## src/rtl/tpu_pkg.sv

```systemverilog
// Shared constants and FSM encoding for the systolic operand feeder.
package tpu_pkg;
    localparam int DATA_WIDTH   = 8;
    localparam int N            = 4;
    localparam int FEED_CYCLES  = 2 * N - 1;
    localparam int DRAIN_CYCLES = N - 1;
    // Step counter spans FEED + DRAIN, i.e. 0..9.
    localparam int STEP_W       = 4;
    localparam int IDX_W        = 2;

    typedef enum logic [2:0] {
        ST_IDLE  = 3'd0,
        ST_CLEAR = 3'd1,
        ST_FEED  = 3'd2,
        ST_DRAIN = 3'd3,
        ST_DONE  = 3'd4
    } feeder_state_t;
endpackage

```

## src/rtl/feeder_skew_sel.sv

```systemverilog
// One edge lane of the feeder: picks element k = t - lane of the lane's
// four tile elements, or zero when k falls outside 0..N-1.
module feeder_skew_sel
    import tpu_pkg::*;
(
    input  logic [STEP_W-1:0]     t,
    input  logic [IDX_W-1:0]      lane,
    input  logic [DATA_WIDTH-1:0] elems [N],
    output logic [DATA_WIDTH-1:0] sel
);
    // One spare bit so a negative k shows up as a set MSB instead of wrapping.
    logic [STEP_W:0] k;

    // Skewed element select with zero padding outside the tile.
    always_comb begin
        k   = {1'b0, t} - {{(STEP_W + 1 - IDX_W){1'b0}}, lane};
        sel = '0;
        if (k[STEP_W:IDX_W] == '0) begin
            sel = elems[k[IDX_W-1:0]];
        end
    end
endmodule

```

## src/rtl/systolic_feeder.sv

```systemverilog
// Operand feeder for the 4x4 systolic MAC array: stores A/B tiles, then
// streams them with diagonal skew and drives array clear/write/done.
// Optional feature macro: FEEDER_ACCUM_EN adds the `accumulate` input,
// which skips the CLEAR state so results sum across passes.
//
// state    | meaning
// ---------+----------------------------------------------
// ST_IDLE  | waiting; tile loads accepted, start sampled
// ST_CLEAR | one-cycle accumulator clear to the array
// ST_FEED  | t = 0..6, skewed tile data on the edges
// ST_DRAIN | t = 7..9, edges zero while the wavefront finishes
// ST_DONE  | one-cycle done pulse, results final
module systolic_feeder
    import tpu_pkg::*;
(
    input  logic                    clk,
    input  logic                    rst,
    input  logic                    load_valid,
    output logic                    load_ready,
    input  logic                    load_sel,
    input  logic [1:0]              load_row,
    input  logic [N*DATA_WIDTH-1:0] load_data,
    input  logic                    start,
`ifdef FEEDER_ACCUM_EN
    input  logic                    accumulate,
`endif
    output logic                    busy,
    output logic                    done,
    output logic                    arr_clr,
    output logic                    arr_we,
    output logic [N*DATA_WIDTH-1:0] a_edge,
    output logic [N*DATA_WIDTH-1:0] b_edge
);
    feeder_state_t         state, state_next;
    logic [STEP_W-1:0]     t, t_next;
    logic [DATA_WIDTH-1:0] a_tile [N][N];
    logic [DATA_WIDTH-1:0] b_tile [N][N];
    logic [DATA_WIDTH-1:0] b_col  [N][N];
    logic [DATA_WIDTH-1:0] a_sel  [N];
    logic [DATA_WIDTH-1:0] b_sel  [N];
    logic                  skip_clear;

`ifdef FEEDER_ACCUM_EN
    assign skip_clear = accumulate;
`else
    assign skip_clear = 1'b0;
`endif

    // State register and step counter.
    always_ff @(posedge clk) begin
        if (rst) begin
            state <= ST_IDLE;
            t     <= '0;
        end else begin
            state <= state_next;
            t     <= t_next;
        end
    end

    // Next-state and step-counter logic; t restarts at 0 on entry to FEED.
    always_comb begin
        state_next = state;
        t_next     = '0;
        case (state)
            ST_IDLE: begin
                if (start) begin
                    state_next = skip_clear ? ST_FEED : ST_CLEAR;
                end
            end
            ST_CLEAR: state_next = ST_FEED;
            ST_FEED: begin
                t_next = t + STEP_W'(1);
                if (t == STEP_W'(FEED_CYCLES - 1)) begin
                    state_next = ST_DRAIN;
                end
            end
            ST_DRAIN: begin
                if (t == STEP_W'(FEED_CYCLES + DRAIN_CYCLES - 1)) begin
                    state_next = ST_DONE;
                end else begin
                    t_next = t + STEP_W'(1);
                end
            end
            ST_DONE: state_next = ST_IDLE;
            default: state_next = ST_IDLE;
        endcase
    end

    // Tile storage; rows are written only while idle.
    always_ff @(posedge clk) begin
        if (rst) begin
            for (int i = 0; i < N; i++) begin
                for (int j = 0; j < N; j++) begin
                    a_tile[i][j] <= '0;
                    b_tile[i][j] <= '0;
                end
            end
        end else if (load_valid && load_ready) begin
            for (int j = 0; j < N; j++) begin
                if (load_sel) begin
                    b_tile[load_row][j] <= load_data[j*DATA_WIDTH +: DATA_WIDTH];
                end else begin
                    a_tile[load_row][j] <= load_data[j*DATA_WIDTH +: DATA_WIDTH];
                end
            end
        end
    end

    // Lanes look ahead at t_next so the registered edges line up with arr_we.
    for (genvar g = 0; g < N; g++) begin : g_lane
        for (genvar k = 0; k < N; k++) begin : g_col
            assign b_col[g][k] = b_tile[k][g];
        end

        feeder_skew_sel u_a_sel (
            .t     (t_next),
            .lane  (IDX_W'(g)),
            .elems (a_tile[g]),
            .sel   (a_sel[g])
        );

        feeder_skew_sel u_b_sel (
            .t     (t_next),
            .lane  (IDX_W'(g)),
            .elems (b_col[g]),
            .sel   (b_sel[g])
        );
    end

    // Registered outputs, decoded from the upcoming state.
    always_ff @(posedge clk) begin
        if (rst) begin
            load_ready <= 1'b1;
            busy       <= 1'b0;
            done       <= 1'b0;
            arr_clr    <= 1'b0;
            arr_we     <= 1'b0;
            a_edge     <= '0;
            b_edge     <= '0;
        end else begin
            load_ready <= (state_next == ST_IDLE);
            busy       <= (state_next != ST_IDLE);
            done       <= (state_next == ST_DONE);
            arr_clr    <= (state_next == ST_CLEAR);
            arr_we     <= (state_next == ST_FEED) || (state_next == ST_DRAIN);
            for (int i = 0; i < N; i++) begin
                a_edge[i*DATA_WIDTH +: DATA_WIDTH] <= (state_next == ST_FEED) ? a_sel[i] : '0;
                b_edge[i*DATA_WIDTH +: DATA_WIDTH] <= (state_next == ST_FEED) ? b_sel[i] : '0;
            end
        end
    end
endmodule

```

## config.mk

```make
export PLATFORM = sky130hd
export DESIGN_NAME = systolic_feeder
export DESIGN_NICKNAME = d
export VERILOG_FILES = /design/src/rtl/tpu_pkg.sv /design/src/rtl/feeder_skew_sel.sv /design/src/rtl/systolic_feeder.sv
export SDC_FILE = /design/constraint.sdc
export NUM_CORES = 1
export LEC_CHECK = 0
export BUFFER_PORTS_ARGS = -buffer_cell sky130_fd_sc_hd__buf_4
export CAP_MARGIN = 0
export CORE_MARGIN = 5
export CORE_UTILIZATION = 60
export DETAILED_ROUTE_END_ITERATION = 6
export GPL_ROUTABILITY_DRIVEN = 0
export PLACE_DENSITY = 0.87
export SYNTH_ARGS = -nofsm -noshare
export SYNTH_HDL_FRONTEND = slang
export SYNTH_HIERARCHICAL = 1
export SYNTH_SLANG_ARGS = --single-unit
```

## constraint.sdc

```tcl
create_clock -name clk -period 4 [get_ports clk]
set_clock_uncertainty 0.1 [all_clocks]
set_input_delay 0.6 -clock clk [delete_from_list [all_inputs] [get_ports clk]]
set_output_delay 0.6 -clock clk [all_outputs]
set_load 0.01 [all_outputs]
```

==> impl_metrics.ini <==
[floorplan]
dieWidth_um = 168
start_util_pct = 61.3
die_h_um = 168
ioPinCount = 108
die_area_sq_mm = 0.0282
row_count = 57
coreArea_sq_mm = 0.0245

[synth]
synth-seq-area-share_pct = 61.5
syn_area_per_cell_sq_um = 14.0
synth_largest_area_cell = edfxtp_1
synth_cells = 1069
post-synth-top-area-fraction_pct = 51.3
syn_area_sq_mm = 0.0150
yosysWarnings = 6
ys_seq_elements = 332
yosys-top-cells-area = edfxtp_1, and2_1, dfxtp_1
synth.distinct_cells = 38

[global_route]
overflow = 0
antenna_found_initial = 3
grt_pass1_vias = 9254
grt_pass1_wl_mm = 54.1
grtUsageTotal_pct = 25.3
grt_max_degree = 65

[clock_network]
cts_resized = 0
holdBufCountCts = 0
post_cts_buffers = 0
cts_tree = done
cts_buffer_depth = 3
cts_buffers = 34
htreeDepth = 2
cts_num_sinks = 332
clkLatencyLatePin_ns = 0.52
clkTransAtPathRegs_ns = 0.06
cts_root_buf = clkbuf_16

[routing]
drcViolationCount = 0
drtPass1Iterations = 5
vias_per_cell = 5.91
drt_iter0_markers = 904
ant_nets = 0
wl_mm = 35.6
wl_per_cell_um = 23.3
via_count = 9031

[worst_setup_path]
cp.required_ns = 4.31
worst-path-buf-inv = 4
path_class = reg2reg
crit_arrival_ns = 3.62
cp_slowest_stage_delay_ns = 0.78
cp_top_family = adder cells
critPathLaunchType = flop
crit_fanout = 8
cp-end-kind = flop
cp_cell_sequence = ha_1 -> nand4b_1 -> nand2_1 -> nor2_1 -> buf_4 -> inv_1 -> ha_1 -> inv_1 -> fa_1 -> mux4_2 -> clkinv_1 -> a31oi_1 -> and2_4
slowest_stage = fa_1

[status]
outcome = finished, final reports clean

[layout]
seq_area_sq_mm = 0.00921
mostFrequentLayoutCell = and2_1
drive_gt1_share_pct = 24.2
nets = 1242
multi_input_area_sq_mm = 0.00511
syn2layout_area_growth_pct = 13.7
fillerInstances = 1541
final_cell_mix = and2_1, edfxtp_1, buf_4
fin_area_sq_mm = 0.0170

[timing]
rsz0062_at_grt = no
min_period_ns = 3.31
tightestPinTransition_ns = 1.03
relSlewSlack_pct = 31.4
timing.final.crit_share_pct = 82.7
hold_viol_final = 0
clock.fmax_mhz = 302
drv_slew = 0
finalSetupViolCount = 0
tns_ns = 0

[power]
p_seq_share_pct = 51.3
p_clk_share_pct = 39.2
p_per_area_mw_per_mm2 = 442
p_switching_mw = 1.73
intPower_mw = 5.80
ir_drop_mv = 0.283
swShare_pct = 23.0
power_leakage_nw = 6.56
power_frac_comb_pct = 9.5

[placement]
hpwl_mm = 22.2
placed_area_sq_mm = 0.0160
port_buffers = 107

[job]
maxCapViolations = 0

[min_path]
hold_class = in2reg
-- final timing paths --
kind              startpoint  cells past startpoint  slack [ns]    endpoint
setup reg to reg        t[0]                     13        0.69  a_edge[15]
hold / removal         start                      3        0.29     arr_clr
setup / recovery        t[0]                     13        0.69  a_edge[15]
hold reg to reg     state[2]                      1        0.45    state[2]
-- sequential cells by signal, indices dropped and copies added (netlist names) --
| register | flops |
|---|---|
| a_tile | 128 |
| arr_clr | 1 |
| t | 4 |
| b_tile | 128 |
| b_edge | 32 |
| state | 3 |
| done | 1 |
| busy | 1 |
| a_edge | 32 |
| load_ready | 1 |
| arr_we | 1 |
-- cell type report --
type | instances | area share [%]
antenna | 1 | 0.0147
clock buffer | 49 | 5.57
clock inverter | 13 | 0.536
inverter | 93 | 2.05
multi-input combinational | 595 | 30.0
sequential | 332 | 54.0
tap | 324 | 2.38
timing repair buffer | 120 | 5.43
-- routing by layer --
metal / global-route usage [%] / routed length (um) / up-vias
met5: 0 / 0 / -
met4: 9.53 / 1240 / 0
met3: 5.21 / 3750 / 89
met2: 41.2 / 17400 / 523
met1: 33.9 / 13300 / 4446
li1: - / - / 3973
-- stage by stage --
step	utilization (%)	worst slack [ns]	power, mW	cells	hold WS [ns]
2_1_floorplan	-	1.02	4.41	1083	0.376
3_3_place_gp	65.4	0.871	4.61	1464	0.403
3_5_place_dp	65.4	0.787	4.64	1464	0.424
4_1_cts	69.6	0.743	7.55	1526	0.281
5_1_grt	69.6	0.528	7.78	1526	0.306
6_report	69.7	0.693	7.53	1527	0.290
-- worst min-delay path: cells and delay by family --
family          cells  cell delay [ns]
compound gates      1             0.12
buf+inv             2             0.14
-- Yosys cell counts --
library cell	n
or2_2	10
and3b_1	2
buf_1	8
buf_6	14
nor2b_1	9
edfxtp_1	256
fa_1	8
xor2_1	2
ha_1	19
or3b_1	9
a21oi_1	1
nand2b_1	2
o21ai_1	8
nor3b_1	8
o2111ai_1	1
nand4bb_1	1
o311a_4	1
a31oi_1	65
nand4b_1	2
nand3_1	2
nor2_1	11
clkbuf_1	25
nand2_1	6
and2_4	49
xnor2_1	1
or3_1	9
a21boi_0	1
clkinv_1	64
a311oi_1	1
inv_1	29
and2_1	271
mux4_2	64
clkbuf_2	8
dfxtp_1	76
buf_4	8
conb_1	2
nor3_1	7
nand3b_1	9
-- cells by family (layout without fill, tap and decap cells) --
group                      Yosys count  count (layout)  synth area share, %
buffers and inverters              156             275                 4.88
AOI/OAI and AO/OA                   78              78                 3.32
DFF                                332             332                 61.5
and+or+nand+nor                    407             407                 17.8
adders and majority gates           27              27                 2.66
xor gates and xnor gates             3               3                0.175
other                                2              17               0.0501
muxes                               64              64                 9.62
-- power groups by stage --
stage	clock, mW	sequential, mW	combinational [mW]
4_1_cts	2.98	3.87	0.706
5_1_grt	3.13	3.87	0.769
6_report	2.95	3.86	0.713
3_5_place_dp	0	3.94	0.699
2_1_floorplan	0	3.92	0.488
3_3_place_gp	0	3.93	0.680
Power figures use the tool's default switching activity.
